## src/rtl/ctrl_pkg.sv

```systemverilog
`default_nettype none
// ============================================================================
//  Module      : ctrl_pkg
//  Description : Shared types and constants for the ctrl_seq sequencer:
//                FSM state encoding, instruction classes, opcode/funct
//                fields and ALU control encodings.
//  Revision    : 1.0 - initial release
// ============================================================================
package ctrl_pkg;

    // Sequencer states
    typedef enum logic [2:0] {
        ST_FETCH  = 3'd0,
        ST_DECODE = 3'd1,
        ST_EXEC   = 3'd2,
        ST_WB     = 3'd3,
        ST_HALT   = 3'd4
    } state_e;

    // Decoded instruction class; anything unsupported is CLS_ILLEGAL
    typedef enum logic [1:0] {
        CLS_ILLEGAL = 2'd0,
        CLS_ADDI    = 2'd1,
        CLS_ADD     = 2'd2,
        CLS_BNE     = 2'd3
    } instr_cls_e;

    // Opcode / funct field values for the supported subset
    localparam logic [6:0] c_opc_op_imm = 7'b0010011;
    localparam logic [6:0] c_opc_op     = 7'b0110011;
    localparam logic [6:0] c_opc_branch = 7'b1100011;
    localparam logic [2:0] c_f3_add     = 3'b000;
    localparam logic [2:0] c_f3_bne     = 3'b001;
    localparam logic [6:0] c_f7_add     = 7'b0000000;

    // ALU control encodings
    localparam logic c_aluctrl_add = 1'b0;
    localparam logic c_aluctrl_sub = 1'b1;

    // Classify a 32-bit instruction word into one of the supported classes
    function automatic instr_cls_e classify(input logic [31:0] w);
        instr_cls_e cls;
        cls = CLS_ILLEGAL;
        if (w[6:0] == c_opc_op_imm && w[14:12] == c_f3_add) begin
            cls = CLS_ADDI;
        end else if (w[6:0] == c_opc_op && w[14:12] == c_f3_add &&
                     w[31:25] == c_f7_add) begin
            cls = CLS_ADD;
        end else if (w[6:0] == c_opc_branch && w[14:12] == c_f3_bne) begin
            cls = CLS_BNE;
        end
        return cls;
    endfunction

endpackage
`default_nettype wire

```

## src/rtl/imm_gen.sv

```systemverilog
`default_nettype none
// ============================================================================
//  Module      : imm_gen
//  Description : Combinational immediate generator. Produces the
//                sign-extended I-type immediate for addi, the B-type branch
//                offset for bne, and zero for every other class.
//  Revision    : 1.0 - initial release
// ============================================================================
module imm_gen
    import ctrl_pkg::*;
#(
    parameter int DATA_WIDTH = 32
) (
    input  logic [31:0]           instr_i,
    input  instr_cls_e            cls_i,
    output logic [DATA_WIDTH-1:0] imm_o
);

    logic [11:0] w_imm_i;
    logic [12:0] w_imm_b;
    logic        w_unused;

    assign w_imm_i = instr_i[31:20];
    assign w_imm_b = {instr_i[31], instr_i[7], instr_i[30:25], instr_i[11:8], 1'b0};

    // Opcode, funct3 and rs1 bits never contribute to an immediate
    assign w_unused = ^{instr_i[19:12], instr_i[6:0]};

    // Select and sign-extend the immediate for the current instruction class
    always_comb begin
        imm_o = '0;
        case (cls_i)
            CLS_ADDI: imm_o = {{(DATA_WIDTH-12){w_imm_i[11]}}, w_imm_i};
            CLS_BNE:  imm_o = {{(DATA_WIDTH-13){w_imm_b[12]}}, w_imm_b};
            default:  imm_o = '0;
        endcase
    end

endmodule
`default_nettype wire

```

## src/rtl/ctrl_seq.sv

```systemverilog
`default_nettype none
// ============================================================================
//  Module      : ctrl_seq
//  Description : Multicycle control sequencer for the ALU/register-file
//                datapath. Accepts addi/add/bne words over valid/ready,
//                steps them through DECODE/EXEC/WB, owns the PC and halts
//                with a sticky error on any illegal word.
//  Revision    : 1.0 - initial release
// ============================================================================
module ctrl_seq
    import ctrl_pkg::*;
#(
    parameter int ADDRESS_WIDTH = 5,
    parameter int DATA_WIDTH    = 32,
    parameter int PC_WIDTH      = 32
) (
    input  logic                     clk,
    input  logic                     rst,
    input  logic                     instr_valid,
    input  logic [31:0]              instr,
    output logic                     instr_ready,
    input  logic                     EQ,
    output logic                     RegWrite,
    output logic                     ALUsrc,
    output logic                     ALUctrl,
    output logic [DATA_WIDTH-1:0]    immOp,
    output logic [ADDRESS_WIDTH-1:0] rs1,
    output logic [ADDRESS_WIDTH-1:0] rs2,
    output logic [ADDRESS_WIDTH-1:0] rd,
    output logic [PC_WIDTH-1:0]      pc,
    output logic                     error
);

    localparam logic [PC_WIDTH-1:0] c_pc_step = PC_WIDTH'(4);

    state_e              state_q, state_d;
    logic [PC_WIDTH-1:0] pc_q, pc_d;
    logic                err_q, err_d;
    logic [31:0]         ir_q, ir_d;

    instr_cls_e          w_cls;
    logic [DATA_WIDTH-1:0] w_imm;
    logic [PC_WIDTH-1:0] w_boff;

    assign w_cls = classify(ir_q);

    imm_gen #(
        .DATA_WIDTH (DATA_WIDTH)
    ) u_imm_gen (
        .instr_i (ir_q),
        .cls_i   (w_cls),
        .imm_o   (w_imm)
    );

    // Branch offset resized to the PC width, keeping two's-complement sign
    generate
        if (PC_WIDTH <= DATA_WIDTH) begin : g_boff_trunc
            assign w_boff = w_imm[PC_WIDTH-1:0];
        end else begin : g_boff_sext
            assign w_boff = {{(PC_WIDTH-DATA_WIDTH){w_imm[DATA_WIDTH-1]}}, w_imm};
        end
    endgenerate

    // Register fields come straight from the latched instruction word
    assign rs1   = ADDRESS_WIDTH'(ir_q[19:15]);
    assign rs2   = ADDRESS_WIDTH'(ir_q[24:20]);
    assign rd    = ADDRESS_WIDTH'(ir_q[11:7]);
    assign immOp = w_imm;
    assign pc    = pc_q;
    assign error = err_q;

    // State, PC, error flag and instruction register; reset aborts at once
    always_ff @(posedge clk or posedge rst) begin
        if (rst) begin
            state_q <= ST_FETCH;
            pc_q    <= '0;
            err_q   <= 1'b0;
            ir_q    <= '0;
        end else begin
            state_q <= state_d;
            pc_q    <= pc_d;
            err_q   <= err_d;
            ir_q    <= ir_d;
        end
    end

    // Next-state logic and Moore control strobes
    always_comb begin
        state_d     = state_q;
        pc_d        = pc_q;
        err_d       = err_q;
        ir_d        = ir_q;
        instr_ready = 1'b0;
        RegWrite    = 1'b0;
        ALUsrc      = 1'b0;
        ALUctrl     = c_aluctrl_add;
        case (state_q)
            ST_FETCH: begin
                instr_ready = 1'b1;
                if (instr_valid) begin
                    ir_d    = instr;
                    state_d = ST_DECODE;
                end
            end
            ST_DECODE: begin
                if (w_cls == CLS_ILLEGAL) begin
                    err_d   = 1'b1;
                    state_d = ST_HALT;
                end else begin
                    state_d = ST_EXEC;
                end
            end
            ST_EXEC: begin
                ALUsrc = (w_cls == CLS_ADDI);
                if (w_cls == CLS_BNE) begin
                    // EQ is the datapath compare of rs1/rs2 during this cycle
                    ALUctrl = c_aluctrl_sub;
                    pc_d    = EQ ? (pc_q + c_pc_step) : (pc_q + w_boff);
                    state_d = ST_FETCH;
                end else begin
                    state_d = ST_WB;
                end
            end
            ST_WB: begin
                ALUsrc   = (w_cls == CLS_ADDI);
                // Writes to x0 are dropped at the strobe
                RegWrite = (ir_q[11:7] != 5'd0);
                pc_d     = pc_q + c_pc_step;
                state_d  = ST_FETCH;
            end
            ST_HALT: begin
                state_d = ST_HALT;
            end
            default: begin
                state_d = ST_FETCH;
            end
        endcase
    end

endmodule
`default_nettype wire

```

## config.mk

```make
export PLATFORM = sky130hd
export DESIGN_NAME = ctrl_seq
export DESIGN_NICKNAME = d
export VERILOG_FILES = /design/src/rtl/ctrl_pkg.sv /design/src/rtl/imm_gen.sv /design/src/rtl/ctrl_seq.sv
export SDC_FILE = /design/constraint.sdc
export NUM_CORES = 1
export LEC_CHECK = 0
export CORE_ASPECT_RATIO = 1.1
export CORE_MARGIN = 1
export CORE_UTILIZATION = 40
export CTS_CLUSTER_SIZE = 25
export DETAILED_ROUTE_END_ITERATION = 10
export PLACE_DENSITY = 0.66
export SLEW_MARGIN = 20
export SYNTH_ARGS = -nofsm -noshare
export SYNTH_HDL_FRONTEND = slang
export SYNTH_SLANG_ARGS = --single-unit
```

## constraint.sdc

```tcl
create_clock -name clk -period 11.07 [get_ports clk]
set_input_delay 2.214 -clock clk [delete_from_list [all_inputs] [get_ports clk]]
set_output_delay 2.214 -clock clk [all_outputs]
set_load 0.01 [all_outputs]
```

[After elaboration in Yosys (flattened, before gate mapping)]
Cells that the tools add are included.
Cells by class
  add/sub/neg operators: 2
  equality and inequality tests: 12
  mux-type cells: 16
  reduce and logical (&&, ||, !) cells: 14
Operators with widths (count)
  $pmux 32 s2: 2
  $mux 32: 2
  $add 32x3->32 const B: 1
  $add 32x32->32: 1
  $pmux 3 s4: 1
  $mux 2: 4
  $eq 7x5->1 const B: 1
  $eq 7x6->1 const B: 1
  $eq 7x7->1 const B: 1
  $logic_not 7->1: 1
  $eq 3x1->1 const B: 2
  $eq 3x2->1 const B: 2
  $logic_not 3->1: 2
  $mux 3: 2
  $reduce_and 2->1: 3
  $mux 1: 5
  $reduce_bool 5->1: 1
  $logic_and 1x1->1: 4
  $ne 2x2->1 const B: 2
  $eq 3x3->1 const B: 1
  $eq 2x1->1 const B: 1
  $eq 2x2->1 const B: 1
  $logic_not 2->1: 1
  $reduce_bool 2->1: 1
  $reduce_or 2->1: 1
Storage, ports and cells
  flip-flop bits (word level): 68
  output and inout bits: 84

[Longest topological paths before layout]
Gate-level depths: netlist of the first run.
  depth after elaboration: 11
  mapped depth: 15

[Cells and area by module]
From an unflattened synthesis of the first run, not the netlist that was laid out.
Second synthesis, totals
  cells, all modules: 610
  area, all modules: 5285.1 um2
Modules (own cells, without submodules)
  ctrl_seq: instances 1, cells each 571, area an instance 4991.0 um2, seq. area each 1701.6 um2
  imm_gen: instances 1, cells each 39, area an instance 294.0 um2, seq. area each 0.0 um2

[Least setup slack after synthesis of the first run]
Ideal clock, no wire load.
  path kind: flip-flop to output port
  start: reg ir_q[2]
  end: out immOp[13]
  arrival: 2.261 ns
  required time: 8.856 ns
  slack: 6.595 ns
  stages on the path, launching flop included: 6
  cell sequence: dfrtp_1 > nor4_1 > nand3_1 > a21oi_1 > and2_1 > buf_4
Between the ends
  word-level cells in the longest chain between the ends: 7
  elaborated cells on any way between the ends: 13
  classes of those cells: eq/ne (5); mux (4); reduce/logical (4)
RTL lines
  start, declared: RTL line ctrl_seq.sv:39  | logic [31:0] ir_q, ir_d;
  start signal, assigned: RTL line ctrl_seq.sv:83  | ir_q <= ir_d;
  $eq 7x7->1 / $eq 7x6->1 (equally long branches): RTL line ctrl_pkg.sv:49, ctrl_pkg.sv:46
  $logic_and 1x1->1, on equally long branches: RTL line ctrl_pkg.sv:49, ctrl_pkg.sv:46
  $mux 2 / $logic_and 1x1->1 (equally long branches): RTL line ctrl_pkg.sv:49, ctrl_pkg.sv:46
  $mux 2: RTL line ctrl_pkg.sv:46  | end else if (w[6:0] == c_opc_op && w[14:12] == c_f3_add &&
  $mux 2 *: RTL line ctrl_pkg.sv:44  | if (w[6:0] == c_opc_op_imm && w[14:12] == c_f3_add) begin
  $eq 2x2->1 / $eq 2x1->1 (equally long branches): RTL line imm_gen.sv:32  | case (cls_i)
  $pmux 32 s2 *: RTL line imm_gen.sv:32
  end, declared: RTL line ctrl_seq.sv:26  | output logic [DATA_WIDTH-1:0] immOp,
Mark *: on every way between the ends. The rest lies on a longest branch, timed or not.

[Worst setup path after layout of the first run]
  start: reg ir_q[2]
  end: out immOp[16]
Same word-level chain as after synthesis.

==> metrics.txt, run 1 <==
Multi-input gate area=3100 sq um; DRT antenna net count=0; post-route setup TNS=0 ns; critical-path cell list=nor4_1 -> nand3_1 -> a21oi_1 -> and2_1 -> buf_4 -> clkdlybuf4s50_1; vias=4804; Synth cell types=62; Yosys Warn Count=0; Max H-tree Level=3; Mean Syn Cell Area=8.773 sq um; CP max stage delay=0.63 ns; DRC Markers=0; part of the cycle the worst path needs=45.42%; RR Startpoint=ir_q[2]$_DFFE_PP0P_; first drt pass iteration count=5; Die H=121.2 microns; max-cap viol count=0; first-pass GRT wire length=23180 microns; Overflow after GRT=0; routed wire length=14230 microns; Seq. cell area=1702 sq um; Lkg Pwr=2.646 nW; pwr dens=142.7 nW/um^2; fmax=0.1989 GHz; share of cells above drive strength 1=10.34%; Hold/Removal Path Class=flip-flop to flip-flop; Initial Utilization=41.05%; Placer Congestion=0.8881; Area growth syn-to-layout=27.82%; worst skew pair latency=0.33 ns; Post-Syn Nets=658; flops & latches, synth=68; # port buffers=119; number of fill cells=1179; Post-CTS Setup Bufs=0; Cells after Synth=589; clock transition at the registers of the reported paths=0.06 ns; CP startpoint=ir_q[2]$_DFFE_PP0P_; Die W=110.4 microns; TritonCTS clock tree=done; CTS sink cnt=68; routed len/inst=17.06 microns; die area=13380 sq um; Total Power=0.0009428 W; Critical Path RT=8.86 ns; dominant synthesized flop cell=dfrtp_1; area of placed instances=6272 sq um; Arr. time, crit path=2.81 ns; Pins Over Slew Limit=0; critical path's slowest cell=clkdlybuf4s50_1; Syn Std Cell Area=5167 sq um; Max VDD drop=165.3 uV; Final Critical Period=5.028 ns; number of synthesized flops with an enable pin=0; Non-Filler Cell Area, Final=6605 sq um; number of diodes=0; Via-to-Cell Ratio=5.760; status=finished clean; hpwl dp=10140 microns; CTS max path bufs=2; Min-Delay Startpoint=error$_DFFE_PP0P_; CTS buffer count=9; Post-Layout Cell Count=834; GR Util All Layers=22.48%; Rows=43; io pins=120; initial antenna violation count=0; largest net degree at the start of global routing=69; RSZ-0062 raised after global routing=false; Crit Path Max Fanout=40; Root Buffer=clkbuf_16; hold buffer count at CTS=0; vias in the first global route=4684; core footprint=12590 sq um; critical path launch point type=flip-flop; crit path kind=flip-flop to primary output; Setup Viol. Count Final=0; register area share after synthesis=32.93%; Post-synth ARST share=100.0%; placed cells=818; Worst-Margin Slew=0.9562 ns; Fin Clk Skew=0.008163 ns; Critical Path End Type=primary output; Starting DRT DRC Count=252; Max-slew headroom=36.02%; fin nets=741; Final Hold Fails=0; Post-CTS Resized=0
==> power breakdown <==
part           internal, W  leakage (nW)  switching (W)
Sequential        0.000315         0.806      0.0000592
Clock             0.000219         0.163       0.000108
Combinational     0.000146          1.68      0.0000950
Total             0.000680          2.65       0.000262
==> final timing paths <==
| kind | endpoint | slack (ns) | cells past startpoint |
|---|---|---|---|
| max | immOp[16] | 6.04 | 6 |
| max reg2reg | pc[30]$_DFFE_PP0P_ | 6.91 | 15 |
| min in group asynchronous | pc[30]$_DFFE_PP0P_ | 2.45 | 3 |
| max in group asynchronous | pc[10]$_DFFE_PP0P_ | 8.03 | 3 |
| min reg2reg | error$_DFFE_PP0P_ | 0.48 | 1 |
| min | error$_DFFE_PP0P_ | 0.48 | 1 |
==> area by class of cell <==
cell class              instances  share of cell area (%)
repair buffers                126                   18.83
clock inverters                 5                   1.515
inverters                       8                  0.4546
flip-flops and latches         68                   25.76
multi-input cells             459                   46.94
clock buffers                  11                   3.523
well taps                     157                   2.974
==> worst max-delay path, delay by kind of cell, from the launching register on <==
| kind | cells | cell delay, ns |
|---|---|---|
| flops | 1 | 0.39 |
| buf+inv | 2 | 1.00 |
| compound gates | 1 | 0.35 |
| simple gates | 3 | 0.71 |
==> cell usage in the layout, fill, tap and decap left out, types with 3 or more instances in the layout <==
| cell | instances |
|---|---|
| xor2_1 | 11 |
| nor2b_1 | 4 |
| o21a_1 | 4 |
| clkbuf_16 | 9 |
| buf_4 | 7 |
| a31oi_1 | 7 |
| a21o_1 | 14 |
| dfrtp_1 | 68 |
| bufinv_16 | 3 |
| inv_1 | 7 |
| mux2_2 | 32 |
| nand4_1 | 13 |
| and2_1 | 14 |
| nand4b_1 | 4 |
| clkdlybuf4s50_1 | 119 |
| o21ai_1 | 4 |
| o21ai_0 | 33 |
| nand2_1 | 41 |
| o21ai_2 | 5 |
| nand3_1 | 19 |
| nor3_1 | 12 |
| nor4_1 | 4 |
| nand3b_1 | 3 |
| ha_1 | 32 |
| o22ai_1 | 10 |
| nand2b_1 | 5 |
| a21oi_1 | 69 |
| a22o_1 | 7 |
| and3_1 | 4 |
| o211ai_1 | 4 |
| nor2_1 | 46 |
| xnor2_1 | 20 |
==> kinds of logic (layout without fill, tap and decap cells) <==
group | count (synthesis) | in the layout | share of synthesized area (%)
XOR/XNOR | 31 | 31 | 5.254
buffers and inverters | 62 | 150 | 7.143
AO/OA/AOI/OAI | 178 | 178 | 21.19
AND/OR/NAND/NOR | 185 | 185 | 18.38
flip-flops | 68 | 68 | 32.93
adder cells (fa/ha/maj) | 33 | 33 | 8.136
multiplexers | 32 | 32 | 6.973
==> registers in the layout, indices dropped and copies added (netlist names) <==
register  count
ir_q         32
pc           32
state_q       3
error         1
==> stage by stage <==
stage	worst slack (ns)	hold WS, ns	utilization (%)
final	6.042	0.4832	52.46
after global routing	5.797	0.5089	52.46
after CTS	6.041	0.4906	52.46
after detailed placement	6.414	0.4732	49.82
after global placement	6.466	0.4629	49.82
after floorplan	6.595	0.4803	-
==> Yosys cell counts (5+ instances only) <==
master | number | area [sq um]
a21oi_1 | 69 | 345.3
nand2_1 | 41 | 153.9
mux2_2 | 32 | 360.4
nand3_1 | 19 | 95.09
inv_1 | 8 | 30.03
buf_4 | 34 | 255.2
and2_1 | 14 | 87.58
nor3_1 | 12 | 60.06
nand2b_1 | 5 | 31.28
o21ai_0 | 33 | 165.2
o21ai_1 | 5 | 25.02
xor2_1 | 11 | 96.34
a21o_1 | 14 | 105.1
dfrtp_1 | 68 | 1702
nor2_1 | 46 | 172.7
o22ai_1 | 10 | 62.56
clkbuf_1 | 14 | 52.55
nand4_1 | 13 | 81.33
a31oi_1 | 7 | 43.79
xnor2_1 | 20 | 175.2
ha_1 | 32 | 400.4
a22o_1 | 7 | 61.31
==> layer usage <==
layer	global-route usage (%)	up-vias	wire (microns)
met5	0	-	0
met4	8.717	0	295
met3	5.639	26	974
met2	36.57	206	6818
met1	28.32	2266	6143
li1	-	2306	-
No activity file was read; power rests on OpenSTA's default activity.
==> run 2: changes to the inputs <==
Settings changed: PLACE_DENSITY 0.66 to 0.69.
Clock period 11.07 ns to 4.1 ns, I/O delays scaled along.
==> run 2 against run 1 <==
Effect of this change: final cell count increased by 0.36%; worst hold slack worse by 0.0065 ns; flip-flop and latch count did not move; utilization rose by 0.33 points; design area grew 0.63%; via count is 0.58% higher; critical path type is now flip-flop to flip-flop; largest power group unchanged; highest routed layer unchanged.
==> metrics.txt, run 2 (synthesis gave the netlist of run 1 again) <==
Worst-Margin Slew=0.8552 ns (was 0.9562 ns); hold depth=1 (unchanged); Die W=110.4 microns (unchanged); TritonCTS clock tree=done (unchanged); Starting DRT DRC Count=294 (was 252); number of fill cells=1188 (was 1179); # port buffers=119 (unchanged); crit path kind=flip-flop to flip-flop (was flip-flop to primary output); P_int=0.001843 W (was 0.0006803 W); Setup Viol. Count Final=0 (unchanged); Die H=121.2 microns (unchanged); end-of-flow core utilization=52.79% (was 52.46%); part of the cycle the worst path needs=91.90%; io pins=120 (unchanged); DRC Markers=0 (unchanged); routed len/inst=17.34 microns (was 17.06 microns); Crit Path Max Fanout=6 (was 40); largest net degree at the start of global routing=47 (was 69); CTS sink cnt=68 (unchanged); commonest cells after routing, fill and taps aside=clkdlybuf4s50_1, a21oi_1, dfrtp_1, nor2_1, nand2_1 (unchanged); clock share of power=35.7% (was 34.8%); fin nets=744 (was 741); Final Hold Fails=0 (unchanged); FF-to-FF path depth=14 (was 15); core footprint=12590 sq um (unchanged); Max VDD drop=312.9 uV (was 165.3 uV); Seq pwr share=39.1% (was 39.7%); post-route setup TNS=0 ns (unchanged); GR Util All Layers=22.85% (was 22.48%); RSZ-0062 raised after global routing=true (was false); hold buffer count at CTS=0 (unchanged); Multi-input gate area=3104 sq um (was 3100 sq um); Hold/Removal Path Class=flip-flop to flip-flop (unchanged); hpwl dp=10630 microns (was 10140 microns); most common cell after layout, fill and taps aside=clkdlybuf4s50_1 (unchanged); Total Power=0.002580 W (was 0.0009428 W); first-pass GRT wire length=23620 microns (was 23180 microns); Overflow after GRT=0 (unchanged); Placer Congestion=0.9693 (was 0.8881); Via-to-Cell Ratio=5.773 (was 5.760); CTS buffer count=9 (unchanged); CTS max path bufs=2 (unchanged); vias=4832 (was 4804); DRT antenna net count=0 (unchanged); Pins Over Slew Limit=0 (unchanged); routed wire length=14520 microns (was 14230 microns); number of diodes=0 (unchanged); Max H-tree Level=3 (unchanged); Max-slew headroom=42.77% (was 36.02%); Fin Clk Skew=0.007461 ns (was 0.008163 ns); Lkg Pwr=2.663 nW (was 2.646 nW); combinational share of power=25.2% (was 25.6%); Area growth syn-to-layout=28.62% (was 27.82%); worst skew pair latency=0.34 ns (was 0.33 ns); Critical Path RT=4.34 ns (was 8.86 ns); fraction of power spent switching nets=28.56% (was 27.84%); worst hold slack=0.4767 ns (was 0.4832 ns); max-cap viol count=0 (unchanged); vias in the first global route=4754 (was 4684); placed cells=821 (was 818); Post-Layout Cell Count=837 (was 834); pwr dens=388.2 nW/um^2 (was 142.7 nW/um^2); fmax=0.2654 GHz; initial antenna violation count=0 (unchanged); Rows=43 (unchanged); status=finished clean (unchanged); Final Critical Period=3.768 ns; Seq. cell area=1702 sq um (unchanged); clock transition at the registers of the reported paths=0.06 ns (about the same); critical path launch point type=flip-flop (unchanged); first drt pass iteration count=5 (unchanged); Initial Utilization=41.05% (unchanged); Root Buffer=clkbuf_16 (unchanged); die area=13380 sq um (unchanged); Psw=0.0007369 W (was 0.0002625 W); Critical Path End Type=flip-flop (was primary output); Arr. time, crit path=4.00 ns (was 2.81 ns); share of cells above drive strength 1=11.32% (was 10.34%)
## run 2: cell types whose count changed in the layout (fill, tap and decap cells not counted), sizes merged
cell and delta:
clkinvlp +2, inv +2, clkinv -2, buf +3
clkbuf -2
## run 2: cell type report
type	count	share of cell area (%)
clock buffer	9	3.389
sequential	68	25.60
multi-input combinational	459	46.71
timing repair buffer	129	19.05
inverter	8	0.4518
clock inverter	7	1.845
tap	157	2.956
## run 2: power groups by stage
stage | registers, W | logic (W) | clock network, W
after floorplan | 0.000961 | 0.000492 | 0
after detailed placement | 0.00102 | 0.000648 | 0
final | 0.00101 | 0.000650 | 0.000922
after global routing | 0.00104 | 0.000702 | 0.000965
after global placement | 0.00101 | 0.000636 | 0
after CTS | 0.00101 | 0.000656 | 0.000938
## run 2: worst paths after layout
check / from / end / slack [ns]
worst max-delay path: ir_q[2]$_DFFE_PP0P_ / pc[25]$_DFFE_PP0P_ / 0.33
worst min-delay path: error$_DFFE_PP0P_ / error$_DFFE_PP0P_ / 0.48
worst max register to register: ir_q[2]$_DFFE_PP0P_ / pc[25]$_DFFE_PP0P_ / 0.33
worst min register to register: error$_DFFE_PP0P_ / error$_DFFE_PP0P_ / 0.48
max in group asynchronous: rst / pc[6]$_DFFE_PP0P_ / 2.26
min in group asynchronous: rst / pc[30]$_DFFE_PP0P_ / 0.83
## run 2: critical path, stage by stage, from the launching register on
cell      delay [ns]
dfrtp_1         0.38
nor4_1          0.28
nand3_1         0.22
a21oi_1         0.20
buf_4           0.15
and2_1          0.17
ha_1            0.31
a21oi_1         0.16
o21ai_1         0.13
or4_4           0.52
o2111a_1        0.27
o22ai_1         0.28
o21ai_0         0.18
xnor2_1         0.15
a221oi_1        0.29
## run 2: metal layers
| layer | wire length (microns) | track usage, % | up-vias | share of wire [%] |
|---|---|---|---|---|
| li1 | - | - | 2323 | - |
| met1 | 6126 | 28.70 | 2282 | 42 |
| met2 | 7073 | 37.73 | 205 | 49 |
| met3 | 1043 | 5.371 | 22 | 7.2 |
| met4 | 274 | 8.388 | 0 | 1.9 |
| met5 | 0 | 0 | - | 0 |
## run 2: metrics by stage
step / instance area [sq um] / setup slack [ns]
finish: 6646 / 0.3320
global route: 6646 / -0.07354
CTS: 6643 / 0.3172
detailed placement: 6295 / 0.3393
global placement: 6295 / 0.4219
floorplan: 5167 / 0.003995
## run 2: what timing repair did
| item | in CTS | in global routing |
|---|---|---|
| resized for setup | 0 | 2 |
| endpoints found under the setup margin | 0 | 5 |
| setup buffers | 0 | 0 |
